[config.mk]
export PLATFORM = sky130hd
export DESIGN_NAME = seq_divider
export DESIGN_NICKNAME = d
export VERILOG_FILES = /design/src/rtl/seq_divider_pkg.sv /design/src/rtl/seq_divider_div_step.sv /design/src/rtl/seq_divider.sv
export SDC_FILE = /design/constraint.sdc
export NUM_CORES = 1
export LEC_CHECK = 0
export ABC_AREA = 1
export CAP_MARGIN = 15
export CORE_AREA = 5 5 47 49
export CTS_CLUSTER_SIZE = 14
export DETAILED_ROUTE_END_ITERATION = 8
export DIE_AREA = 0 0 52 54
export GPL_TIMING_DRIVEN = 0
export PLACE_DENSITY = 0.69
export SLEW_MARGIN = 20
export SYNTH_ARGS = -nofsm -noshare
export SYNTH_HDL_FRONTEND = slang
export SYNTH_SLANG_ARGS = --single-unit
[constraint.sdc]
create_clock -name clk -period 1.05 [get_ports clk]
set_input_delay 0.105 -clock clk [delete_from_list [all_inputs] [get_ports clk]]
set_output_delay 0.105 -clock clk [all_outputs]
set_load 0.05 [all_outputs]
[src/rtl/seq_divider_pkg.sv]
// Shared types and default widths for the sequential restoring divider.
package seq_divider_pkg;

    localparam int DEF_N = 4;
    localparam int DEF_M = 2;

    typedef enum logic [1:0] {
        IDLE = 2'd0,
        RUN  = 2'd1,
        DONE = 2'd2
    } state_e;

endpackage

[src/rtl/seq_divider_div_step.sv]
// One restoring-division step: compare the shifted partial remainder against
// the divisor and subtract when it fits.
module div_step #(
    parameter int M = 2
) (
    input  logic [M:0]   part_rem,
    input  logic [M-1:0] divisor,
    output logic [M-1:0] next_rem,
    output logic         q_bit
);

    logic [M:0] divisor_ext_s;

    assign divisor_ext_s = {1'b0, divisor};

    // The result always fits in M bits because it ends up below the divisor;
    // a zero divisor keeps the low bits, which is the intended wrap behaviour.
    always_comb begin
        next_rem = part_rem[M-1:0];
        q_bit    = 1'b0;
        if (part_rem >= divisor_ext_s) begin
            next_rem = part_rem[M-1:0] - divisor;
            q_bit    = 1'b1;
        end else begin
            next_rem = part_rem[M-1:0];
            q_bit    = 1'b0;
        end
    end

endmodule

[src/rtl/seq_divider.sv]
// Sequential restoring divider, one quotient bit per cycle, MSB first.
// Define SEQ_DIVIDER_DBZ_EN to short-circuit division by zero with a flag.
module seq_divider
    import seq_divider_pkg::*;
#(
    parameter int N = DEF_N,
    parameter int M = DEF_M
) (
    input  logic         clk,
    input  logic         rst_n,
    input  logic         start,
    input  logic [N-1:0] dividend,
    input  logic [M-1:0] divisor,
    output logic         busy,
    output logic         done,
    output logic [N-1:0] quotient,
    output logic [M-1:0] remainder,
    output logic         div_by_zero
);

    localparam int CW = (N > 1) ? $clog2(N) : 1;
    localparam logic [CW-1:0] LAST_CNT = CW'(N - 1);

    state_e         state_r;
    state_e         state_next_s;
    logic [CW-1:0]  cnt_r;
    logic [N-1:0]   quo_r;
    logic [M-1:0]   rem_r;
    logic [M-1:0]   dvsr_r;
    logic           busy_r;
    logic           done_r;
    logic           accept_s;
    logic           bypass_s;
    logic           last_step_s;
    logic [M:0]     shift_rem_s;
    logic [M-1:0]   step_rem_s;
    logic           step_q_s;

    // quo_r doubles as the dividend shifter: dividend bits leave at the top
    // while quotient bits enter at the bottom.
    assign accept_s    = start && (state_r != RUN);
    assign last_step_s = (cnt_r == LAST_CNT);
    assign shift_rem_s = {rem_r, quo_r[N-1]};

    div_step #(.M(M)) u_step (
        .part_rem (shift_rem_s),
        .divisor  (dvsr_r),
        .next_rem (step_rem_s),
        .q_bit    (step_q_s)
    );

`ifdef SEQ_DIVIDER_DBZ_EN
    logic zero_div_s;
    logic dbz_r;

    assign zero_div_s = (divisor == {M{1'b0}});
    assign bypass_s   = accept_s && zero_div_s;

    // Flag follows the divisor of the most recently accepted start.
    always_ff @(posedge clk or negedge rst_n) begin
        if (!rst_n) begin
            dbz_r <= 1'b0;
        end else if (accept_s) begin
            dbz_r <= zero_div_s;
        end else begin
            dbz_r <= dbz_r;
        end
    end

    assign div_by_zero = dbz_r;
`else
    assign bypass_s    = 1'b0;
    assign div_by_zero = 1'b0;
`endif

    // Next-state logic.
    always_comb begin
        state_next_s = state_r;
        case (state_r)
            IDLE, DONE: begin
                if (accept_s) begin
                    if (bypass_s) begin
                        state_next_s = DONE;
                    end else begin
                        state_next_s = RUN;
                    end
                end else begin
                    state_next_s = IDLE;
                end
            end
            RUN: begin
                if (last_step_s) begin
                    state_next_s = DONE;
                end else begin
                    state_next_s = RUN;
                end
            end
            default: state_next_s = IDLE;
        endcase
    end

    // State register with registered status outputs.
    always_ff @(posedge clk or negedge rst_n) begin
        if (!rst_n) begin
            state_r <= IDLE;
            busy_r  <= 1'b0;
            done_r  <= 1'b0;
        end else begin
            state_r <= state_next_s;
            busy_r  <= (state_next_s == RUN);
            done_r  <= (state_next_s == DONE);
        end
    end

    // Operand capture and one restoring step per RUN cycle.
    always_ff @(posedge clk or negedge rst_n) begin
        if (!rst_n) begin
            cnt_r  <= {CW{1'b0}};
            quo_r  <= {N{1'b0}};
            rem_r  <= {M{1'b0}};
            dvsr_r <= {M{1'b0}};
        end else if (accept_s) begin
            cnt_r  <= {CW{1'b0}};
            rem_r  <= {M{1'b0}};
            dvsr_r <= divisor;
            if (bypass_s) begin
                quo_r <= {N{1'b1}};
            end else begin
                quo_r <= dividend;
            end
        end else if (state_r == RUN) begin
            cnt_r <= cnt_r + CW'(1);
            quo_r <= {quo_r[N-2:0], step_q_s};
            rem_r <= step_rem_s;
        end else begin
            cnt_r  <= cnt_r;
            quo_r  <= quo_r;
            rem_r  <= rem_r;
            dvsr_r <= dvsr_r;
        end
    end

    assign busy      = busy_r;
    assign done      = done_r;
    assign quotient  = quo_r;
    assign remainder = rem_r;

endmodule

; ---- Yosys cells after proc, flatten, opt, wreduce, memory -nomap -nowiden
; Index checks and enable logic that the tools add are counted.
[classes]
addsub = 2
order_cmp = 1
n_eq_ne = 6
mux = 11
n_reduce_logical = 4
[op_table]
columns = op, count
row1 = $mux 2, 6
row2 = $mux 4, 2
row3 = $eq 2x2->1 const B, 3
row4 = $eq 2x1->1 const B, 2
row5 = $pmux 2 s2, 1
row6 = $ge 3x2->1, 1
row7 = $add 2x1->2 const B, 1
row8 = $logic_not 2->1, 1
row9 = $mux 1, 2
row10 = $ne 2x1->1 const B, 1
row11 = $reduce_bool 2->1, 1
row12 = $reduce_or 2->1, 1
row13 = $sub 2x2->2, 1
row14 = $logic_and 1x1->1, 1
[totals]
register_bits = 14
inputBits = 9
out_inout_bits = 9
wordCells = 31

; ---- Logic depth before layout (Yosys ltp)
; Gate-level depths: netlist of run 1.
[depth]
depth_word = 5
ltp_mapped = 8
ltp_nobuf = 8

; ---- Modules after synthesis
; From an unflattened synthesis of run 1, not the netlist that was laid out.
[unflattened]
cells_unflattened = 82
hier_area_um2 = 714.4
[by_module_without_submodules]
columns = mod, n_inst, cells_per_inst, area_each_um2, seq_area_each_um2
row1 = seq_divider, 1, 64, 600.6, 350.3
row2 = div_step, 1, 18, 113.9, 0.0

; ---- Worst setup path before layout of run 1
; Ideal clock, no wire load.
[synth_path]
path_type = register to register
startpoint = reg quo_r[3], in the netlist quotient[3]
endpoint = reg rem_r[0], in the netlist remainder[0]
setup_ns = 0.118
arrival_ns = 1.353
t_required_ns = 0.932
slack_ns = -0.421
stages_incl_launch_ff = 7
path_buffers = 0
period_less_slack_ns = 1.471
cell_sequence = dfrtp_1 > inv_1 > ha_1 > nand2_1 > nand4_1 > nand3_1 > nand2_1
[synth_via]
elab_chain_len = 4
elab_cells_between_ends = 5
cone_classes = add/sub: 1 / order compare: 1 / mux: 3
[synth_lines]
columns = item, line
row1 = start: declaration, seq_divider.sv:27  ; logic [N-1:0] quo_r;
row2 = start signal: assignment, seq_divider.sv:119  ; quo_r <= {N{1'b0}};
row3 = start signal: assignment, seq_divider.sv:127  ; quo_r <= {N{1'b1}};
row4 = start signal: assignment, seq_divider.sv:129  ; quo_r <= dividend;
row5 = $ge 3x2->1 / $sub 2x2->2 (equally long branches), "seq_divider_div_step.sv:21, seq_divider_div_step.sv:22"
row6 = $mux 2 *, seq_divider_div_step.sv:21  ; if (part_rem >= divisor_ext_s) begin
row7 = $mux 2 *, seq_divider.sv:131  ; end else if (state_r == RUN) begin
row8 = $mux 2 *, seq_divider.sv:122  ; end else if (accept_s) begin
row9 = end signal: assignment, seq_divider.sv:120  ; rem_r <= {M{1'b0}};
row10 = end signal: assignment, seq_divider.sv:124  ; rem_r <= {M{1'b0}};
row11 = end signal: assignment, seq_divider.sv:134  ; rem_r <= step_rem_s;
row12 = end: declaration, seq_divider.sv:28  ; logic [M-1:0] rem_r;
; Mark *: on every way between the ends. The rest lies on a longest branch, timed or not. The select of a mux whose other input is x is not followed.
; A chain may end at the register's enable or synchronous reset.

; ---- Worst setup path in the final report of run 1
[layout_path]
startpoint = reg rem_r[0], in the netlist remainder[0]
endpoint = reg rem_r[0], in the netlist remainder[0]
[layout_via]
elab_chain_len = 4
[layout_lines]
columns = item, line
row1 = $ge 3x2->1, seq_divider_div_step.sv:21
row2 = $mux 2, seq_divider_div_step.sv:21
row3 = $mux 2, seq_divider.sv:131
row4 = $mux 2, seq_divider.sv:122
; Every way passes these cells. The select of a mux whose other input is x is not followed.

==> impl_metrics.tcl, run 1 <==
set metrics [dict create \
    grt_usage_pct 11.6 \
    rsz0062_at_grt "true" \
    syn_area_um2 666 \
    crit_chain "ha_4 > nand2_4 > nand3_2 > nand2_1 > nand3_1 > nand2_1" \
    grt_pass1_wl_um 2440 \
    start_util_pct 36.5 \
    synth_area_leaders "dfrtp_1, nand2_1, ha_1" \
    synth.most_common_cell "nand2_1" \
    grt_pass1_vias 553 \
    hold_buffers 0 \
    antenna_found_initial 0 \
    final_cells 127 \
    drt_iter0_markers 5 \
    worst_slack_ns -0.116 \
    synth_edf_count 0 \
    period_share_pct 111 \
    tightest_slew_ns 0.603 \
    endpoint_kind "flop" \
    wl_um 1370 \
    final-setup-viol-count 4 \
    nNetsFinal 113 \
    crit_slowest_cell "dfrtp_2" \
    period_needed_ns 1.17 \
    fin_worst_skew_ns 0.00417 \
    syn_area_per_cell_um2 8.88 \
    cp_common_cell "nand2_1" \
    outcome "finished with violations" \
    critical_path_required_ns 1.21 \
    cp_slowest_stage_delay_ns 0.44 \
    cts-root-buf "clkbuf_4" \
    die-area_um2 2810 \
    vias 555 \
    path_delay_family "flip-flops" \
    crit_path_max_fanout 3 \
    ys_seq_elements 14 \
    ys.flop_type "dfrtp_1" \
    synth_top_area_share_pct 52.6 \
    core-area_um2 1820 \
    seq_area_frac_synth_pct 52.6 \
    r2r_slack_ns -0.12 \
    detail_route.wl_per_cell_um 10.8 \
    synth_common_cells "nand2_1, dfrtp_1, inv_1" \
    cp.arrival_ns 1.33 \
    worst-path-buf-inv 0 \
    dr.pass1.iters 2 \
    h-tree-depth 1 \
    cts.sinks 14 \
    clk_pin_slew_ns 0.08 \
    path_class "reg -> reg" \
    rows 16 \
    yosys_warnings 0 \
    io_buffers 16 \
    drive_gt1_share_pct 36.0 \
    antennaDiodeCount 0 \
    ant_nets 0 \
    synthCells 75 \
    ys_types 19 \
    grt_max_degree 15 \
    relSlewSlack_pct 59.7 \
    drv_cap 0 \
    yosysTopAreaCell "dfrtp_1" \
    gr-total-overflow 0 \
    place.gp.congestion 0.717 \
    start_kind "flop" \
    drv_slew 0 \
    failed_checks "setup timing" \
    die_h_um 54 \
    cts_buffer_depth 2 \
    fmax_mhz 858 \
    synthArstFlopShare_pct 100 \
    synth_nets 87 \
    numCtsBuffers 3 \
    hpwlAfterDp_um 973 \
    syn2layout_area_growth_pct 45.9 \
    dp_cells 118 \
    fp.dieW_um 52 \
    vias_per_cell 4.37 \
    ios 18 \
    drc 0 \
    insertion_delay_ns 0.27 \
    hold_class "in -> async" \
    cts_tree "built" \
    hold_viol_final 0 \
]
## worst paths after layout
kind / start / endpoint / cells after the start
min in group clk: divisor[1] / dvsr_r[1] / 3
worst min register to register: cnt_r[0] / cnt_r[0] / 1
worst max-delay path: remainder[0] / remainder[0] / 6
worst min-delay path: rst_n / dvsr_r[0] / 1
max in group asynchronous: rst_n / remainder[0] / 1
worst max register to register: remainder[0] / remainder[0] / 6
## cell families after synthesis
group,share of synthesized area (%)
compound gates,5.64
fa+ha+maj,5.64
buf+inv,7.33
flops,52.6
other cells,0.563
simple gates,28.2
## layer usage
metal | global-route usage (%) | wire length [um] | up-vias
met2 | 18.4 | 679 | 9
met3 | 1.11 | 15 | 2
met1 | 15.4 | 656 | 256
met4 | 6.55 | 19 | 0
met5 | 0 | 0 | -
li1 | - | - | 288
## stage by stage
step	instance area, um2	utilization [%]	TNS (ns)	hold WS (ns)	worst slack (ns)
global placement	905	49.7	-2.47	0.470	-0.252
finish	971	53.3	-0.286	0.212	-0.116
detailed placement	905	49.7	-2.59	0.482	-0.257
CTS	923	50.7	-0.300	0.228	-0.106
global route	971	53.3	-0.541	0.269	-0.161
floorplan	711	-	-0.498	-0.191	-0.190
## sequential cells by signal, indices dropped and copies added, names as in the netlist
register and flops:
dvsr_r 2, state_r 2, busy 1, done 1, cnt_r 2, quotient 4
remainder 2
## what timing repair did
action                     in CTS  in global routing
setup endpoints to repair      16                 18
pin swaps                       4                  8
resized for setup              44                  8
setup buffers                   2                  3
## cells in the final DEF (no fill, tap or decap), types with 3 or more instances in the layout
cell and instances:
dfrtp_1 12, nand2_1 22, nor2_1 3, nand3_1 5, clkdlybuf4s50_1 8, inv_2 3, inv_1 5, nor2_4 4
buf_4 6, clkbuf_4 7, buf_2 3
## layout make-up
type                            instances  area (um2)
Multi-Input combinational cell         51         335
Sequential cell                        14         353
Buffer                                  2        18.8
Clock buffer                            4        26.3
Inverter                                8        30.0
Timing Repair Buffer                   21         174
Tap cell                               27        33.8
Fill cell                             174         851
Power of run 1 is not shown: default switching activity piles up to over one toggle a cycle in this logic, so the estimate is an artifact.
==> run 2: changes to the inputs <==
clock period = 0.97 ns   (was 1.05 ns; I/O delays follow)
==> impl_metrics.tcl, run 2 (synthesis gave the netlist of run 1 again) <==
set metrics [dict create \
    switchingPower_w 0.00204 \
    p_int_w 0.00234 \
    cts.sinks 14 \
    cp.arrival_ns 1.34 \
    fp.dieW_um 52 \
    period_needed_ns 1.16 \
    drc 0 \
    outcome "finished with violations" \
    h-tree-depth 1 \
    antennaDiodeCount 0 \
    critical_path_required_ns 1.15 \
    largest_reg_flops 4 \
    worstRegToRegCells 6 \
    ant_nets 0 \
    leakage_nw 0.503 \
    peakVddDrop_v 0.00174 \
    drv_slew 0 \
    clk_pin_slew_ns 0.09 \
    swShare_pct 46.6 \
    dp_cells 118 \
    grt_pass1_vias 568 \
    num-fill-cells 157 \
    cts_tree "built" \
    io_buffers 16 \
    endpoint_kind "flop" \
    regArea_um2 354 \
    core-area_um2 1820 \
    cts-root-buf "clkbuf_4" \
    path_class "reg -> reg" \
    power.density_nw_per_um2 4110 \
    relSlewSlack_pct 60.3 \
    die_h_um 54 \
    fmax_mhz 860 \
    dr.pass1.iters 4 \
    period_share_pct 120 \
    crit_slowest_cell "dfrtp_2" \
    start_kind "flop" \
    grt_usage_pct 12.4 \
    place.gp.congestion 0.724 \
    numCtsBuffers 3 \
    rsz0062_at_grt "true" \
    insertion_delay_ns 0.28 \
    crit_chain "ha_4 > nand2_4 > nand3_2 > nand2_1 > nand3_1 > nand2_1" \
    most-common-layout-cells "nand2_1, dfrtp_1, buf_4" \
    syn2layout_area_growth_pct 60.3 \
    cp_slowest_stage_delay_ns 0.44 \
    layout.cells.most_common "nand2_1" \
    vias 579 \
    failed_checks "setup timing" \
    grt_pass1_wl_um 2460 \
    final-setup-viol-count 12 \
    drv_cap 0 \
    final_cells 131 \
    post-route-util_pct 58.6 \
    hpwlAfterDp_um 1090 \
    clkPwrFrac_pct 9.6 \
    die-area_um2 2810 \
    start_util_pct 36.5 \
    ios 18 \
    cts_buffer_depth 2 \
    hold_viol_final 0 \
    grt_max_degree 15 \
    detail_route.wl_per_cell_um 11.2 \
    hold_class "in -> async" \
    cp_common_cell "nand2_1" \
    multi_input_area_um2 350 \
    worst-path-buf-inv 0 \
    path_delay_family "flip-flops" \
    seqPwrFrac_pct 24.8 \
    hold_buffers 0 \
    wl_um 1470 \
    worst_slack_ns -0.192 \
    antenna_found_initial 0 \
    drt_iter0_markers 7 \
    gr-total-overflow 0 \
    rows 16 \
    nNetsFinal 117 \
    fin_worst_skew_ns 0.00304 \
    crit_cells 6 \
    tightest_slew_ns 0.593 \
    vias_per_cell 4.42 \
    drive_gt1_share_pct 45.2 \
    crit_path_max_fanout 4 \
    p_comb_share_pct 65.6 \
]
## run 2: changes by cell type in the layout (fill, tap and decap cells not counted), sizes merged
| cell | change |
|---|---|
| buf | +8 |
| clkbuf | -4 |
## run 2: final timing paths
| check | startpoint | endpoint | slack (ns) |
|---|---|---|---|
| max | remainder[0] | remainder[0] | -0.19 |
| min | rst_n | done | 0.19 |
| max reg2reg | remainder[0] | remainder[0] | -0.19 |
| min reg2reg | dvsr_r[1] | dvsr_r[1] | 0.55 |
| max in group asynchronous | rst_n | remainder[1] | 0.37 |
| min in group clk | divisor[1] | dvsr_r[1] | 0.36 |
## run 2: what timing repair did
item / 4_1_cts / 5_1_grt
cloned: 1 / 0
setup buffers: 4 / 4
endpoints found under the hold margin: 0 / 0
pin swaps: 9 / 4
setup endpoints to repair: 21 / 22
gates resized for setup: 59 / 14
## run 2: final cells by class
cell class                      count  share of cell area [%]
Sequential cell                    14                    33.2
Multi-Input combinational cell     51                    32.8
Timing Repair Buffer               25                    22.4
Clock buffer                        4                    3.40
Inverter                            8                    3.28
Tap cell                           27                    3.17
Buffer                              2                    1.76
## run 2: worst register-to-register path, stage by stage (launching register included)
cell and delay (ns):
dfrtp_2 0.44, ha_4 0.31, nand2_4 0.07, nand3_2 0.07
nand2_1 0.06, nand3_1 0.06, nand2_1 0.05
## run 2: stage by stage
step | setup slack [ns] | area, um2 | hold slack, ns | TNS [ns] | total power (W)
2_1_floorplan | -0.270 | 711 | -0.199 | -0.744 | 0.00279
3_3_place_gp | -0.325 | 905 | 0.471 | -3.74 | 0.00334
3_5_place_dp | -0.333 | 905 | 0.475 | -3.93 | 0.00340
4_1_cts | -0.187 | 996 | 0.210 | -1.01 | 0.00414
5_1_grt | -0.238 | 1070 | 0.234 | -1.86 | 0.00471
6_report | -0.192 | 1070 | 0.188 | -1.09 | 0.00438
## run 2: metal layers
layer  track usage [%]  up-vias  wire length, um
li1                  -      295                -
met4              10.0        0               50
met1              13.2      264              638
met2              22.0       14              738
met3              1.66        6               37
met5                 0        -                0
## run 2: power by group through the flow
stage               clock network (W)  registers [W]  logic [W]
floorplan                           0        0.00159    0.00120
global placement                    0        0.00107    0.00227
detailed placement                  0        0.00108    0.00232
CTS                          0.000429        0.00108    0.00262
global route                 0.000455        0.00112    0.00313
finish                       0.000419        0.00109    0.00287
No activity file was read; power rests on OpenSTA's default activity.
==> run 3: changes to the inputs <==
GPL_TIMING_DRIVEN = 1   (was 0)
==> impl_metrics.tcl, run 3 (synthesis gave the netlist of run 1 again) <==
set metrics [dict create \
    outcome "finished with violations" \
    failed_checks "setup timing" \
    hold_viol_final 0 \
    core-area_um2 1820 \
    p_comb_share_pct 68.7 \
    numCtsBuffers 3 \
    drive_gt1_share_pct 47.3 \
    grt_pass1_wl_um 2660 \
    start_kind "flop" \
    place_area_um2 1060 \
    final-setup-viol-count 13 \
    fp.dieW_um 52 \
    switchingPower_w 0.00210 \
    wl_um 1500 \
    dp_cells 128 \
    vias_per_cell 4.42 \
    hpwlAfterDp_um 1130 \
    rows 16 \
    grt_max_degree 15 \
    vias 605 \
    dr.pass1.iters 4 \
    cp.arrival_ns 1.31 \
    swShare_pct 43.1 \
    syn2layout_area_growth_pct 77.8 \
    rsz0062_at_grt "true" \
    cts-root-buf "clkbuf_4" \
    worst_slack_ns -0.174 \
    r2r_slack_ns -0.17 \
    place.gp.congestion 0.753 \
    path_class "reg -> reg" \
    period_share_pct 118 \
    cts_buffer_depth 2 \
    antenna_found_initial 0 \
    detail_route.wl_per_cell_um 11.0 \
    antennaDiodeCount 0 \
    worstReg2RegStart "remainder[0]" \
    fin_tns_setup_ns -1.14 \
    num-fill-cells 152 \
    drc 0 \
    insertion_delay_ns 0.28 \
    period_needed_ns 1.14 \
    start_util_pct 36.5 \
    timing.rr.end "remainder[0]" \
    drv_cap 0 \
    cts.sinks 14 \
    ios 18 \
    endpoint_kind "flop" \
    io_buffers 16 \
    cts_tree "built" \
    hold_class "in -> async" \
    grt_usage_pct 12.8 \
    most-common-layout-cells "nand2_1, buf_4, dfrtp_1" \
    power.density_nw_per_um2 4110 \
    nNetsFinal 123 \
    final_cells 137 \
    leakage_nw 0.556 \
    p_int_w 0.00277 \
    critical_path_required_ns 1.14 \
    die-area_um2 2810 \
    fin_worst_skew_ns 0.00917 \
    layout.cells.most_common "nand2_1" \
    crit_path_max_fanout 4 \
    gr-total-overflow 0 \
    fmax_mhz 874 \
    seqPwrFrac_pct 22.7 \
    peakVddDrop_v 0.00226 \
    grt_pass1_vias 662 \
    h-tree-depth 1 \
    ant_nets 0 \
    die_h_um 54 \
    clkPwrFrac_pct 8.6 \
    hold_buffers 0 \
    clk_pin_slew_ns 0.09 \
    drv_slew 0 \
    largest_reg_flops 4 \
    worstRegToRegCells 6 \
    drt_iter0_markers 7 \
    final_area_um2 1180 \
]
run 3: critical path: stages (launching register included):
cell     delay [ns]
dfrtp_2        0.43
ha_4           0.30
nand2_4        0.07
nand3_2        0.08
nand2_1        0.05
nand3_1        0.06
nand2_1        0.05
run 3: per-stage QoR:
step / setup WS, ns / power (W) / hold slack, ns / utilization (%)
after detailed placement: -0.180 / 0.00404 / 0.420 / 58.0
after global routing: -0.235 / 0.00520 / 0.122 / 65.0
after global placement: -0.164 / 0.00397 / 0.419 / 58.0
after CTS: -0.181 / 0.00468 / 0.114 / 62.5
after floorplan: -0.270 / 0.00279 / -0.199 / -
final: -0.174 / 0.00486 / 0.106 / 65.0
run 3: layout make-up:
type	instances	area (um2)	area share, %
inverters	8	35.0	2.96
clock buffers	4	36.3	3.07
well taps	27	33.8	2.85
flip-flops and latches	14	353	29.8
multi-input cells	51	343	29.0
repair buffers	33	383	32.3
run 3: routing by layer:
metal	routed length (um)	vias up	track usage, %	part of all wire [%]
met5	0	-	0	0
met4	46	0	9.17	3.1
met3	25	5	1.11	1.7
met2	801	11	22.6	53
met1	631	280	14.6	42
li1	-	309	-	-
run 3: how the worst max path moves through the flow:
stage                       startpoint      endpoint  slack, ns
after global routing      remainder[0]  remainder[1]      -0.23
after CTS                 remainder[0]  remainder[0]      -0.18
final                     remainder[0]  remainder[0]      -0.17
after floorplan            quotient[3]  remainder[0]      -0.27
after global placement       dvsr_r[1]  remainder[1]      -0.16
after detailed placement     dvsr_r[1]  remainder[1]      -0.18
run 3: what timing repair did:
| action | 4_1_cts | 5_1_grt |
|---|---|---|
| pin swaps | 9 | 2 |
| endpoints found under the setup margin | 19 | 20 |
| resized for setup | 6 | 10 |
| setup buffers | 5 | 1 |
| gates cloned | 0 | 0 |
run 3: power groups by stage:
stage                     clock network (W)  registers (W)  logic (W)
after floorplan                           0        0.00159    0.00120
after global placement                    0        0.00110    0.00287
final                              0.000419        0.00111    0.00334
after CTS                          0.000422        0.00110    0.00316
after detailed placement                  0        0.00110    0.00294
after global routing               0.000444        0.00115    0.00361
